File: src/rtl/instr_fetch.sv
// instr_fetch: MIPS program counter sequencer and instruction fetch unit.
// Latency: one instruction per FETCH+EXEC pair, so L+2 cycles for an ack latency of L.
// Backpressure: waits in FETCH until imem_ack. Holds in EXEC while stall is high.
//
// Ports:
//   clk, rst                  clock and synchronous active-high reset
//   imem_req/addr/ack/rdata   instruction memory request/response (addr == pc)
//   instr, op                 instruction register and its opcode field
//   pc, pc_plus4              current instruction address and pc + 4
//   instr_valid               instr is executing this cycle (EXEC state)
//   stall                     holds the current instruction in EXEC
//   Jump, Branch, zero        decoder/ALU inputs that select the next PC
//   instr_count               retired-instruction counter (wraps)
module instr_fetch #(
   parameter logic [31:0] PC_RESET = 32'h0000_0000
) (
   input  logic        clk,
   input  logic        rst,
   output logic        imem_req,
   output logic [31:0] imem_addr,
   input  logic        imem_ack,
   input  logic [31:0] imem_rdata,
   output logic [31:0] instr,
   output logic [5:0]  op,
   output logic [31:0] pc,
   output logic [31:0] pc_plus4,
   output logic        instr_valid,
   input  logic        stall,
   input  logic        Jump,
   input  logic        Branch,
   input  logic        zero,
   output logic [31:0] instr_count
);

   typedef enum logic [1:0] {
      IDLE  = 2'd0,
      FETCH = 2'd1,
      EXEC  = 2'd2
   } state_t;

   // Word alignment is enforced on the reset vector itself.
   localparam logic [31:0] PC_INIT = {PC_RESET[31:2], 2'b00};

   state_t      state;
   state_t      stateNext;
   logic [31:0] pcReg;
   logic [31:0] instrReg;
   logic [31:0] countReg;
   logic [31:0] pcPlus4;
   logic [31:0] branchOffset;
   logic [31:0] nextPc;
   logic        reqRaw;
   logic        validRaw;
   logic        captureInstr;
   logic        retire;

   assign pcPlus4      = pcReg + 32'd4;
   assign branchOffset = {{14{instrReg[15]}}, instrReg[15:0], 2'b00};

   assign pc          = pcReg;
   assign pc_plus4    = pcPlus4;
   assign imem_addr   = pcReg;
   assign instr       = instrReg;
   assign instr_count = countReg;

   // Reset masks the handshake outputs in the reset cycle itself, so a
   // request in flight is visibly dropped before the state register clears.
   assign imem_req    = reqRaw & ~rst;
   assign instr_valid = validRaw & ~rst;
   assign op          = rst ? 6'd0 : instrReg[5'd31 -: 6];

   // Next PC: jump beats a taken branch; everything wraps modulo 2^32.
   always_comb begin
      nextPc = pcPlus4;
      if (Jump) begin
         nextPc = {pcPlus4[31:28], instrReg[25:0], 2'b00};
      end else if (Branch && zero) begin
         nextPc = pcPlus4 + branchOffset;
      end
   end

   always_comb begin
      stateNext    = state;
      reqRaw       = 1'b0;
      validRaw     = 1'b0;
      captureInstr = 1'b0;
      retire       = 1'b0;
      case (state)
         IDLE: begin
            stateNext = FETCH;
         end
         FETCH: begin
            reqRaw = 1'b1;
            if (imem_ack) begin
               captureInstr = 1'b1;
               stateNext    = EXEC;
            end
         end
         EXEC: begin
            validRaw = 1'b1;
            if (!stall) begin
               retire    = 1'b1;
               stateNext = FETCH;
            end
         end
         default: begin
            stateNext = IDLE;
         end
      endcase
   end

   always_ff @(posedge clk) begin
      if (rst) begin
         state    <= IDLE;
         pcReg    <= PC_INIT;
         instrReg <= 32'd0;
         countReg <= 32'd0;
      end else begin
         state <= stateNext;
         if (captureInstr) begin
            instrReg <= imem_rdata;
         end
         if (retire) begin
            pcReg    <= nextPc;
            countReg <= countReg + 32'd1;
         end
      end
   end

endmodule

File: config.mk
export PLATFORM = sky130hd
export DESIGN_NAME = instr_fetch
export DESIGN_NICKNAME = d
export VERILOG_FILES = /design/src/rtl/instr_fetch.sv
export SDC_FILE = /design/constraint.sdc
export NUM_CORES = 1
export LEC_CHECK = 0
export BUFFER_PORTS_ARGS = -buffer_cell sky130_fd_sc_hd__buf_2
export CAP_MARGIN = 20
export CORE_MARGIN = 5
export CORE_UTILIZATION = 50
export DETAILED_ROUTE_END_ITERATION = 16
export GPL_TIMING_DRIVEN = 0
export HOLD_SLACK_MARGIN = 0.08
export PLACE_DENSITY = 0.76
export SYNTH_ARGS = -nofsm -noshare
export SYNTH_HDL_FRONTEND = slang
export SYNTH_SLANG_ARGS = --single-unit
File: constraint.sdc
create_clock -name clk -period 4.7 [get_ports clk]
set_input_delay 0.47 -clock clk [delete_from_list [all_inputs] [get_ports clk]]
set_output_delay 0.47 -clock clk [all_outputs]
set_load 0.02 [all_outputs]
Word level (Yosys, flattened, before mapping)
Cells that the tools add are included.

Add/subtract/negate cells: 3. $mul: 0. Divide/modulo/power cells: 0. $lt $le $gt $ge: 0. Eq/ne operators: 4. Shifts and indexed selects: 0. Muxes and demuxes: 12. Bitwise logic cells: 3. Reductions and logical operators: 3.

Operators with widths (count): 32-bit 2-to-1 mux (2); 32-bit by 1-bit adder with 32-bit output (second input constant) (1); 32-bit by 3-bit adder with 32-bit output (second input constant) (1); 32-bit adder (1); 1-bit 2-to-1 mux (6); 6-bit 2-to-1 mux (1); 2-bit case mux with 3 select lines (1); 2-bit 2-to-1 mux (2); 2-bit != test (second input constant) (2); 1-bit AND (2); 2-bit by 1-bit equality test with 1-bit output (second input constant) (1); 2-bit equality test (second input constant) (1); 2-bit zero test (1); 2-bit AND reduction (1); 1-bit logical AND (1); 1-bit NOT (1).

Register bits after elaboration: 98. Latch bits: 0. RAM bits: 0. ROM bits: 0. Input port bits: 39. Output and inout port bits: 168. Logic and storage cells: 29. Memories: 0.

Depth between registers and ports, before layout
Gate-level depths: netlist of the first run.

Word-level depth: 4. Mapped depth: 18.

Worst setup path before layout of the first run
OpenSTA, ideal clock, no wires.

Kind: register -> register. Start: reg pcReg[2], in the netlist imem_addr[2]. End: reg pcReg[31], in the netlist imem_addr[31]. Library setup time: 117 ps. Arrival time: 4169 ps. Required time: 4583 ps. Path slack: 414 ps. Cell stages (with the launch flop): 19. Clock period less this slack: 4286 ps. Cells stage by stage: dfxtp_1 ha_1 nand3_1 nor2_1 and2_1 nand2_1 xnor2_1 ha_1 clkbuf_1 a21oi_1 o21ai_0 nand3_1 nand3_2 o41a_1 o21ai_4 o211ai_2 a21o_1 a31o_1 a32o_1.

Cells in the longest elaborated chain, start to end: 4.

RTL lines: start: declaration (RTL line 46) `logic [31:0] pcReg;`; start signal: assignment (RTL line 124) `pcReg <= nextPc;`; 32-bit by 3-bit adder with 32-bit output (RTL line 57) `assign pcPlus4 = pcReg + 32'd4;`; net pc_plus4[12] (RTL line 26) `output logic [31:0] pc_plus4,`; 32-bit adder (RTL line 78) `nextPc = pcPlus4 + branchOffset;`; 32-bit 2-to-1 mux (RTL line 77) `end else if (Branch && zero) begin`; 32-bit 2-to-1 mux (RTL line 75) `if (Jump) begin`.

The timed path passes the listed nets, and every way through them passes these cells. A chain may end at the register's enable or synchronous reset.

Final worst setup path of the first run
Start: reg pcReg[2], in the netlist imem_addr[2]. End: reg pcReg[31], in the netlist imem_addr[31].

Cells in the longest elaborated chain, start to end: 4.

RTL lines (RTL line): 32-bit by 3-bit adder with 32-bit output (*) (57); 32-bit adder (78); 32-bit 2-to-1 mux (77); 32-bit 2-to-1 mux (*) (75).

Every way passes the cells marked *; elsewhere a longest branch is shown, timed or not.

==> results of run 1 <==
-- layer usage --
| metal | track usage (%) | vias up |
|---|---|---|
| met4 | 10.9 | 0 |
| li1 | - | 3310 |
| met1 | 36.5 | 3161 |
| met3 | 3.89 | 34 |
| met2 | 42.1 | 233 |
| met5 | 0 | - |
-- stage by stage --
stage          hold slack (ns)  total power, W  area [um^2]
2_1_floorplan            0.522         0.00102         6410
3_3_place_gp             0.450         0.00111         7620
3_5_place_dp             0.457         0.00111         7620
4_1_cts                  0.336         0.00183         7910
5_1_grt                  0.342         0.00189         7920
6_report                 0.343         0.00183         7920
-- cell type report --
class                   instances  share of cell area [%]
multi-input cells             665                    51.2
flip-flops and latches         96                    24.3
repair buffers                199                    12.6
plain buffers                  73                    5.17
clock buffers                   9                    2.84
well taps                     172                    2.72
clock inverters                 7                   0.743
inverters                       9                   0.427
-- repair_timing --
item,CTS,global route
endpoints found under the setup margin,1,2
hold endpoints to repair,0,0
resized for setup,1,1
-- state kept, by name (all words and copies together), names as in the netlist --
| name | count |
|---|---|
| instr | 32 |
| instr_count | 32 |
| imem_addr | 30 |
| state | 2 |
-- path summary, 6_finish.rpt --
check	startpoint	end	slack [ns]	cells past startpoint
max	imem_addr[2]$_SDFFE_PP0P_	imem_addr[31]$_SDFFE_PP0P_	0.27	18
min	imem_rdata[28]	instr[28]$_SDFFE_PP0P_	0.34	3
max reg2reg	imem_addr[2]$_SDFFE_PP0P_	imem_addr[31]$_SDFFE_PP0P_	0.27	18
min reg2reg	instr[30]$_SDFFE_PP0P_	instr[30]$_SDFFE_PP0P_	0.47	2
-- power by group --
part / internal, W / switching (W)
Combinational: 0.0000808 / 0.000157
Clock: 0.000370 / 0.000365
Sequential: 0.000830 / 0.0000231
Total: 0.00128 / 0.000545
-- Yosys cell counts, drive strengths merged (7+ instances only) --
| cell | number |
|---|---|
| a21oi | 82 |
| nor2 | 93 |
| xnor2 | 29 |
| ha | 37 |
| buf | 38 |
| a21o | 15 |
| nand4 | 14 |
| xor2 | 52 |
| clkbuf | 35 |
| nand3 | 26 |
| dfxtp | 96 |
| o211ai | 17 |
| and3 | 20 |
| inv | 8 |
| nor3 | 9 |
| nand2 | 145 |
| o21ai | 32 |
| nor2b | 7 |
-- critical path: stages, from the launching register on --
cell and delay (ns):
dfxtp_1 0.52, ha_1 0.24, nand3_1 0.16, nor2_4 0.30, and2_1 0.22, nand2_1 0.08, xnor2_1 0.28, ha_1 0.29
clkbuf_1 0.18, a21oi_1 0.22, o21ai_0 0.13, nand3_1 0.15, nand3_2 0.14, o41a_1 0.41, o21ai_4 0.25, o211ai_2 0.12
a21o_1 0.18, a31o_1 0.21, a32o_1 0.24
-- logic make-up (layout without fill, tap and decap cells) --
family                     Yosys count  in the layout  share of synthesized area (%)
buffers and inverters               82            297                           6.93
other                                1              6                         0.0586
xor gates and xnor gates            81             81                           11.1
muxes                                4              4                          0.646
adders and majority gates           38             38                           7.55
DFF                                 96             96                           30.1
and+or+nand+nor                    341            341                           24.0
AOI/OAI and AO/OA                  195            195                           19.7
-- layout by cell type (no fill, tap or decap), types with 3 or more instances in the layout --
cell / count
buf_2: 199
nand2_1: 145
dfxtp_1: 96
nor2_1: 92
a21oi_1: 81
xor2_1: 52
ha_1: 37
buf_4: 36
clkbuf_1: 35
o21ai_0: 30
xnor2_1: 29
nand3_1: 25
and3_1: 20
o211ai_1: 16
a21o_1: 15
nand4_1: 14
nor3_1: 9
clkbuf_16: 9
inv_1: 8
nor2b_1: 7
and2_1: 6
conb_1: 6
and4_1: 5
nand2b_1: 4
nor3b_1: 4
o21a_1: 4
o21bai_1: 4
a31oi_1: 4
a211oi_1: 4
a22o_1: 4
inv_6: 4
or3_1: 3
mux2i_1: 3
==> results.cfg, run 1 <==
[global_route]
antenna_found_initial = 0
grt_max_degree = 25
grt_pass1_wl_um = 31600
grt_usage_pct = 26.6
grt_overflow = 0
grt_pass1_vias = 6184

[routing]
route.top_layer_used = met4
wl_met1_um = 9210
first_pass_iters = 5
viasPerCell = 5.48
wl_met3_um = 1360
avgRoutedWirePerCell_um = 16.6
via_count = 6738
routed_wl_um = 20400
route.antenna.remaining_nets = 0
remaining_drc_errors = 0
routed-wl-met2_um = 9260
drt-initial-drc-count = 500

[sta]
setup_violations = 0
rsz0062_at_grt = no
fmax_mhz = 226
worst_pin_slew_ns = 1.02
period_share_pct = 94.3
maxSlewViolCount = 0
finalHoldViolCount = 0
setup_ws_ns = 0.267
finalCriticalPeriod_ns = 4.43
timing.slew.headroom_pct = 31.9
clock_skew_ns = 0.0102
fin_tns_setup_ns = 0

[floorplan]
ioPinCount = 207
initial_utilization_pct = 50.9
fp.dieArea_mm2 = 0.0152
std_cell_rows = 41
die_w_um = 123
die_y_um = 123
core_mm2 = 0.0126

[cts]
cts_buffer_depth = 2
cts_setup_buffers = 0
clkSinkCount = 96
path_clk_slew_ns = 0.08
cts_tree = yes
hold_buffers = 0
insertion_delay_ns = 0.36
cts.htree.levels = 3
cts-root-buf = clkbuf_16
cts_buffers = 9

[run]
cap_viol_max_count = 0

[pwr]
peakVddDrop_mv = 0.214
leakage_nw = 3.89
power_density_mw_per_mm2 = 231

[cells_and_area]
layout-area-overhead-vs-synth_pct = 23.8
layout.nets = 1130
nFillCells = 1197
seq_area_mm2 = 0.00192
final_util_pct = 63.0
fin_cells = 1230
drive_gt1_share_pct = 25.1
multi_input_area_mm2 = 0.00406
antenna_cells = 0

[place]
numPortBuffers = 198
preCtsSetupSlack_ns = -0.0149
gp_routability_congestion = 0.950
hpwl_um = 15500
placedCellCount = 1213

[synthesis]
synth_edf_count = 0
yosysUniqueCellTypes = 66
ys.flop_type = dfxtp_1
yosys.area.top_type = dfxtp_1
synth_top_area_share_pct = 30.1
ys_warn_count = 0
synthCells = 838
syn_avg_cell_area_um2 = 7.63
ys_ff_latch = 96
synthArstFlopShare_pct = 0
synth_area_mm2 = 0.00639
yosysSeqAreaShare_pct = 30.1
ys_top_cells_by_area = dfxtp_1, nand2_1, ha_1

[worst_setup_path]
start_kind = register
cp-end-kind = register
critPathKind = reg2reg
arrival_ns = 4.68
critical_path.max_fanout = 8
required_ns = 4.95

[hold_path]
hp-class = in2reg

[status]
status = complete, no violations
Note: power is estimated with default switching activity, not from simulation.
==> run 2, diff against run 1 <==
Settings changed: PLACE_DENSITY 0.76 to 0.84, SETUP_SLACK_MARGIN set to 0.4.
==> results.cfg, run 2 (same netlist as run 1, synthesis figures left out) <==
[pwr]
p_comb_share_pct = 12.9
switching_share_pct = 28.4
power_density_mw_per_mm2 = 232
p_clk_share_pct = 41.3
switching_power_w = 0.000530
finalPower_w = 0.00186
p_int_w = 0.00133
sequentialPowerShare_pct = 45.8
peakVddDrop_mv = 0.208
leakage_nw = 3.95

[cells_and_area]
final_common_cell = buf_2
final_util_pct = 63.9
multi_input_area_mm2 = 0.00411
layout-area-overhead-vs-synth_pct = 25.5
nFillCells = 1121
fin_cells = 1234
design_area_mm2 = 0.00803
final_cell_mix = buf_2, nand2_1, dfxtp_1
antenna_cells = 0
seq_area_mm2 = 0.00193
layout.nets = 1134
drive_gt1_share_pct = 26.3

[worst_setup_path]
path_cells = ha_1, nand3_1, nor2_4, and2_1, nand2_1, xnor2_2, ha_1, clkbuf_1, a21oi_1, o21ai_0, nand3_1, nand3_2, o41a_1, o21ai_4, o211ai_2, a21o_1, a31o_1, a32o_1
cpPeakStageDelay_ns = 0.40
cp_num_buf_inv = 1
reg2reg_from = imem_addr[2]$_SDFFE_PP0P_
r2r_cells = 18
critical_path.max_fanout = 8
crit-reg2reg-capture = imem_addr[31]$_SDFFE_PP0P_
rrSetupSlack_ns = 0.61
cp-end-kind = register
critPathKind = reg2reg
cpLargestDelayFamily = compound AO/OA/AOI/OAI gates
required_ns = 4.95
cp-endpoint = imem_addr[31]$_SDFFE_PP0P_
arrival_ns = 4.35
start_kind = register
critPathSlowestCell = dfxtp_4
cp_num_cells = 18
critPathLaunch = imem_addr[2]$_SDFFE_PP0P_

[sta]
worst_pin_slew_ns = 1.08
fmax_mhz = 244
rsz0062_at_grt = no
clock_skew_ns = 0.00633
timing.slew.headroom_pct = 27.2
maxSlewViolCount = 0
finalHoldViolCount = 0
finalCriticalPeriod_ns = 4.09
period_share_pct = 87.1
fin_tns_setup_ns = 0
setup_violations = 0

[cts]
cts.htree.levels = 3
clkSinkCount = 96
path_clk_slew_ns = 0.07
cts_buffer_depth = 2
insertion_delay_ns = 0.36
cts-root-buf = clkbuf_16
cts_tree = yes
cts_buffers = 9

[place]
hpwl_um = 15700
placedCellCount = 1213
gp_routability_congestion = 0.941
place_area_mm2 = 0.00762
numPortBuffers = 198

[floorplan]
std_cell_rows = 41
ioPinCount = 207
die_w_um = 123
core_mm2 = 0.0126
fp.dieArea_mm2 = 0.0152
initial_utilization_pct = 50.9
die_y_um = 123

[global_route]
grt_pass1_wl_um = 32800
grt_max_degree = 25
grt_overflow = 0
antenna_found_initial = 1
grt_usage_pct = 27.5
grt_pass1_vias = 6487

[routing]
avgRoutedWirePerCell_um = 17.2
routed_wl_um = 21200
viasPerCell = 5.67
remaining_drc_errors = 0
first_pass_iters = 5
route.antenna.remaining_nets = 0
via_count = 6992
drt-initial-drc-count = 595

[hold_path]
min_from = imem_rdata[14]
hp-class = in2reg

[run]
cap_viol_max_count = 0

[status]
status = complete, no violations
-- run 2: cell count changes in the layout (fill, tap and decap cells not counted), moves of 2 or more --
cell,delta
buf_4,+5
xnor2_1,-4
xnor2_2,+4
clkinv_4,+2
dfxtp_1,-2
inv_6,-4
nor2_1,-2
-- run 2: metrics by stage --
| stage | hold WS, ns | setup slack [ns] |
|---|---|---|
| floorplan | 0.522 | 0.414 |
| global placement | 0.450 | 0.0551 |
| detailed placement | 0.457 | -0.0491 |
| CTS | 0.343 | 0.441 |
| global route | 0.350 | 0.407 |
| finish | 0.349 | 0.605 |
-- run 2: power groups by stage --
| stage | Combinational, W | Clock, W | Sequential, W |
|---|---|---|---|
| final | 0.000240 | 0.000769 | 0.000854 |
| after detailed placement | 0.000236 | 0 | 0.000872 |
| after global routing | 0.000261 | 0.000804 | 0.000856 |
| after CTS | 0.000238 | 0.000772 | 0.000853 |
| after global placement | 0.000232 | 0 | 0.000872 |
| after floorplan | 0.000135 | 0 | 0.000886 |
-- run 2: metal layers --
| layer | vias to the layer above | global-route usage, % | routed length [um] |
|---|---|---|---|
| met2 | 327 | 43.9 | 9610 |
| met4 | 2 | 10.0 | 521 |
| met3 | 45 | 5.58 | 1860 |
| li1 | 3331 | - | - |
| met1 | 3287 | 36.9 | 9180 |
| met5 | - | 0 | 13 |
-- run 2: final cells by class --
type | instances | share of cell area, %
buffer | 73 | 5.10
multi-input combinational | 665 | 51.2
timing repair buffer | 203 | 12.8
inverter | 9 | 0.421
tap | 172 | 2.68
clock buffer | 10 | 2.85
sequential | 96 | 24.0
clock inverter | 6 | 0.966
-- run 2: worst min-delay path by stage --
stage | slack [ns] | cells after the start | endpoint
floorplan | 0.52 | 2 | state[1]$_SDFFE_PP0P_
global placement | 0.45 | 2 | instr[30]$_SDFFE_PP0P_
detailed placement | 0.46 | 2 | instr[30]$_SDFFE_PP0P_
CTS | 0.34 | 3 | instr[2]$_SDFFE_PP0P_
global route | 0.35 | 3 | instr[2]$_SDFFE_PP0P_
finish | 0.35 | 3 | instr[14]$_SDFFE_PP0P_
-- run 2: worst reg2reg max path: stages (launching register included) --
cell and delay, ns:
dfxtp_4 0.40, ha_1 0.19, nand3_1 0.17, nor2_4 0.22
and2_1 0.18, nand2_1 0.10, xnor2_2 0.23, ha_1 0.27
clkbuf_1 0.19, a21oi_1 0.21, o21ai_0 0.14, nand3_1 0.16
nand3_2 0.15, o41a_1 0.40, o21ai_4 0.23, o211ai_2 0.13
a21o_1 0.19, a31o_1 0.21, a32o_1 0.25
-- run 2: repair_timing --
item	4_1_cts	5_1_grt
resized for setup	2	12
buffers inserted	2	3
pin swaps	1	2
hold buffers	0	0
gates cloned	0	0
endpoints found under the setup margin	11	10
==> run 3, diff against run 2 <==
Settings changed: ABC_AREA set to 1, PLACE_DENSITY 0.84 to 0.81.
==> results.cfg, run 3 <==
[global_route]
grt_overflow = 0
grt_pass1_wl_um = 43200
grt_max_degree = 23
antenna_found_initial = 0
grt_pass1_vias = 8511
grt_usage_pct = 29.8

[synthesis]
synth_mux_area_share_pct = 0
ys_warn_count = 0
synth_compound_area_share_pct = 15.4
synth_top_area_share_pct = 24.7
ys.flop_type = dfxtp_1
synthArstFlopShare_pct = 0
syn_avg_cell_area_um2 = 6.10
synth_common_cells = nand2_1, inv_1, a21oi_1
yosys.area.top_type = dfxtp_1
synthAdderAreaFrac_pct = 6.20
yosysUniqueCellTypes = 47
synth-simple-area-share_pct = 35.2
synthCells = 1275
synth_edf_count = 0
synthXorXnorAreaFrac_pct = 4.13
synth.most_common_cell = nand2_1
synth_area_mm2 = 0.00778
ys_top_cells_by_area = dfxtp_1, nand2_1, inv_1
ys_ff_latch = 96
yosysSeqAreaShare_pct = 24.7
synth_top_family_by_area = simple AND/OR/NAND/NOR gates

[pwr]
power_density_mw_per_mm2 = 221
leakage_nw = 4.89
peakVddDrop_mv = 0.251

[worst_setup_path]
reg2reg_from = imem_addr[2]$_SDFFE_PP0P_
start_kind = register
cp_num_cells = 19
cpLargestDelayFamily = simple AND/OR/NAND/NOR gates
required_ns = 4.97
arrival_ns = 4.02
r2r_cells = 19
cp_common_cell = nand2_1
cp_num_buf_inv = 3
cp-end-kind = register
critical_path.max_fanout = 8
critPathSlowestCell = dfxtp_1
critPathKind = reg2reg
cpPeakStageDelay_ns = 0.49
crit-reg2reg-capture = imem_addr[27]$_SDFFE_PP0P_
path_cells = ha_1, nand3_2, inv_1, nand2_2, nor2_4, nand2_1, xor2_1, inv_1, ha_1, nand2_1, nor2_1, inv_1, nor3_1, nand3_1, nand3_1, nand3_1, nand2_1, nand2_1, a21oi_1
rrSetupSlack_ns = 0.95

[cells_and_area]
layout.nets = 1567
layout-area-overhead-vs-synth_pct = 20.9
final_cell_mix = nand2_1, buf_2, inv_1
antenna_cells = 0
final_common_cell = nand2_1
design_area_mm2 = 0.00941
drive_gt1_share_pct = 20.3
nFillCells = 1513
fin_cells = 1706

[sta]
finalHoldViolCount = 0
rsz0062_at_grt = no
fmax_mhz = 267
clock_skew_ns = 0.00594
worst_pin_slew_ns = 0.921
timing.slew.headroom_pct = 38.5
setup_violations = 0
fin_tns_setup_ns = 0
finalCriticalPeriod_ns = 3.75
period_share_pct = 79.7
maxSlewViolCount = 0

[cts]
hold_buffers = 0
clkSinkCount = 96
cts_buffer_depth = 2
cts-root-buf = clkbuf_16
cts_setup_buffers = 0
cts_resized = 0
insertion_delay_ns = 0.35
cts_buffers = 9
cts.htree.levels = 3
path_clk_slew_ns = 0.07
cts_tree = yes

[routing]
first_pass_iters = 7
route.antenna.remaining_nets = 0
routed_wl_um = 27500
viasPerCell = 5.32
remaining_drc_errors = 0
via_count = 9077
drt-initial-drc-count = 699
avgRoutedWirePerCell_um = 16.1

[hold_path]
worstHoldPathCells = 3
min_to = instr[25]$_SDFFE_PP0P_
min_from = imem_rdata[25]
hp-class = in2reg

[status]
status = complete, no violations

[floorplan]
fp.dieArea_mm2 = 0.0182
die_y_um = 135
ioPinCount = 207
std_cell_rows = 45
core_mm2 = 0.0153
initial_utilization_pct = 51.0
die_w_um = 135

[place]
gp_routability_congestion = 1.02
placedCellCount = 1690
numPortBuffers = 199
hpwl_um = 22500
place_area_mm2 = 0.00906

[run]
cap_viol_max_count = 0
==> run 3: cell types whose count changed after synthesis, moves of 12 or more <==
cell,delta
nand2_1,+186
inv_1,+175
nand3_1,+55
a21oi_1,+51
o21ai_0,+36
xor2_1,-27
xnor2_1,-21
and3_1,-20
nor2_1,+20
nand2_2,+14
a21o_1,-13
nor3_1,+12
o211ai_1,-12
==> run 3: power breakdown <==
group,switching [W],internal (W)
logic,0.000223,0.000109
clock network,0.000329,0.000538
registers,0.0000392,0.000840
total,0.000592,0.00149
==> run 3: stage by stage <==
| stage | hold slack, ns | utilization (%) | setup slack, ns | total power (W) |
|---|---|---|---|---|
| after floorplan | 0.495 | - | 1.60 | 0.00110 |
| after global placement | 0.455 | 59.4 | 1.10 | 0.00122 |
| after detailed placement | 0.464 | 59.4 | 1.04 | 0.00122 |
| after CTS | 0.394 | 61.7 | 1.02 | 0.00208 |
| after global routing | 0.413 | 61.7 | 0.606 | 0.00215 |
| final | 0.399 | 61.7 | 0.952 | 0.00208 |
==> run 3: worst register-to-register path, cell delays in order, from the launching register on <==
cell,delay (ns)
dfxtp_1,0.49
ha_1,0.35
nand3_2,0.14
inv_1,0.18
nand2_2,0.13
nor2_4,0.17
nand2_1,0.10
xor2_1,0.29
inv_1,0.15
ha_1,0.45
nand2_1,0.13
nor2_1,0.19
inv_1,0.06
nor3_1,0.19
nand3_1,0.14
nand3_1,0.11
nand3_1,0.08
nand2_1,0.12
nand2_1,0.07
a21oi_1,0.13
==> run 3: kinds of logic (layout without fill, tap and decap cells) <==
| kind of cell | Yosys count | in the layout |
|---|---|---|
| adder cells (fa/ha/maj) | 38 | 38 |
| flip-flops | 96 | 96 |
| XOR/XNOR | 35 | 35 |
| buffers and inverters | 259 | 474 |
| other | 1 | 6 |
| AND/OR/NAND/NOR | 619 | 619 |
| AO/OA/AOI/OAI | 227 | 227 |
==> run 3: worst max path at each step <==
| stage | start | end | slack [ns] |
|---|---|---|---|
| after floorplan | imem_addr[2]$_SDFFE_PP0P_ | imem_addr[11]$_SDFFE_PP0P_ | 1.60 |
| final | imem_addr[2]$_SDFFE_PP0P_ | imem_addr[27]$_SDFFE_PP0P_ | 0.95 |
| after global routing | imem_addr[2]$_SDFFE_PP0P_ | imem_addr[27]$_SDFFE_PP0P_ | 0.61 |
| after CTS | imem_addr[2]$_SDFFE_PP0P_ | imem_addr[27]$_SDFFE_PP0P_ | 1.02 |
| after global placement | imem_addr[2]$_SDFFE_PP0P_ | imem_addr[27]$_SDFFE_PP0P_ | 1.10 |
| after detailed placement | imem_addr[2]$_SDFFE_PP0P_ | imem_addr[27]$_SDFFE_PP0P_ | 1.04 |
==> run 3: routing by layer <==
| metal | share of wire (%) | track usage, % | vias up |
|---|---|---|---|
| met3 | 10 | 7.90 | 56 |
| met5 | 0 | 0 | - |
| met1 | 42 | 38.1 | 4102 |
| li1 | - | - | 4489 |
| met2 | 45 | 48.9 | 430 |
| met4 | 2.7 | 9.45 | 0 |
==> run 3: layout make-up <==
class                   count  area (um^2)  area share (%)
clock inverters             6          113            1.20
clock buffers              10          239            2.54
flip-flops and latches     96         1920            20.4
inverters                 188          707            7.51
plain buffers              71          413            4.39
repair buffers            199          996            10.6
multi-input cells         925         4760            50.6
well taps                 211          264            2.80
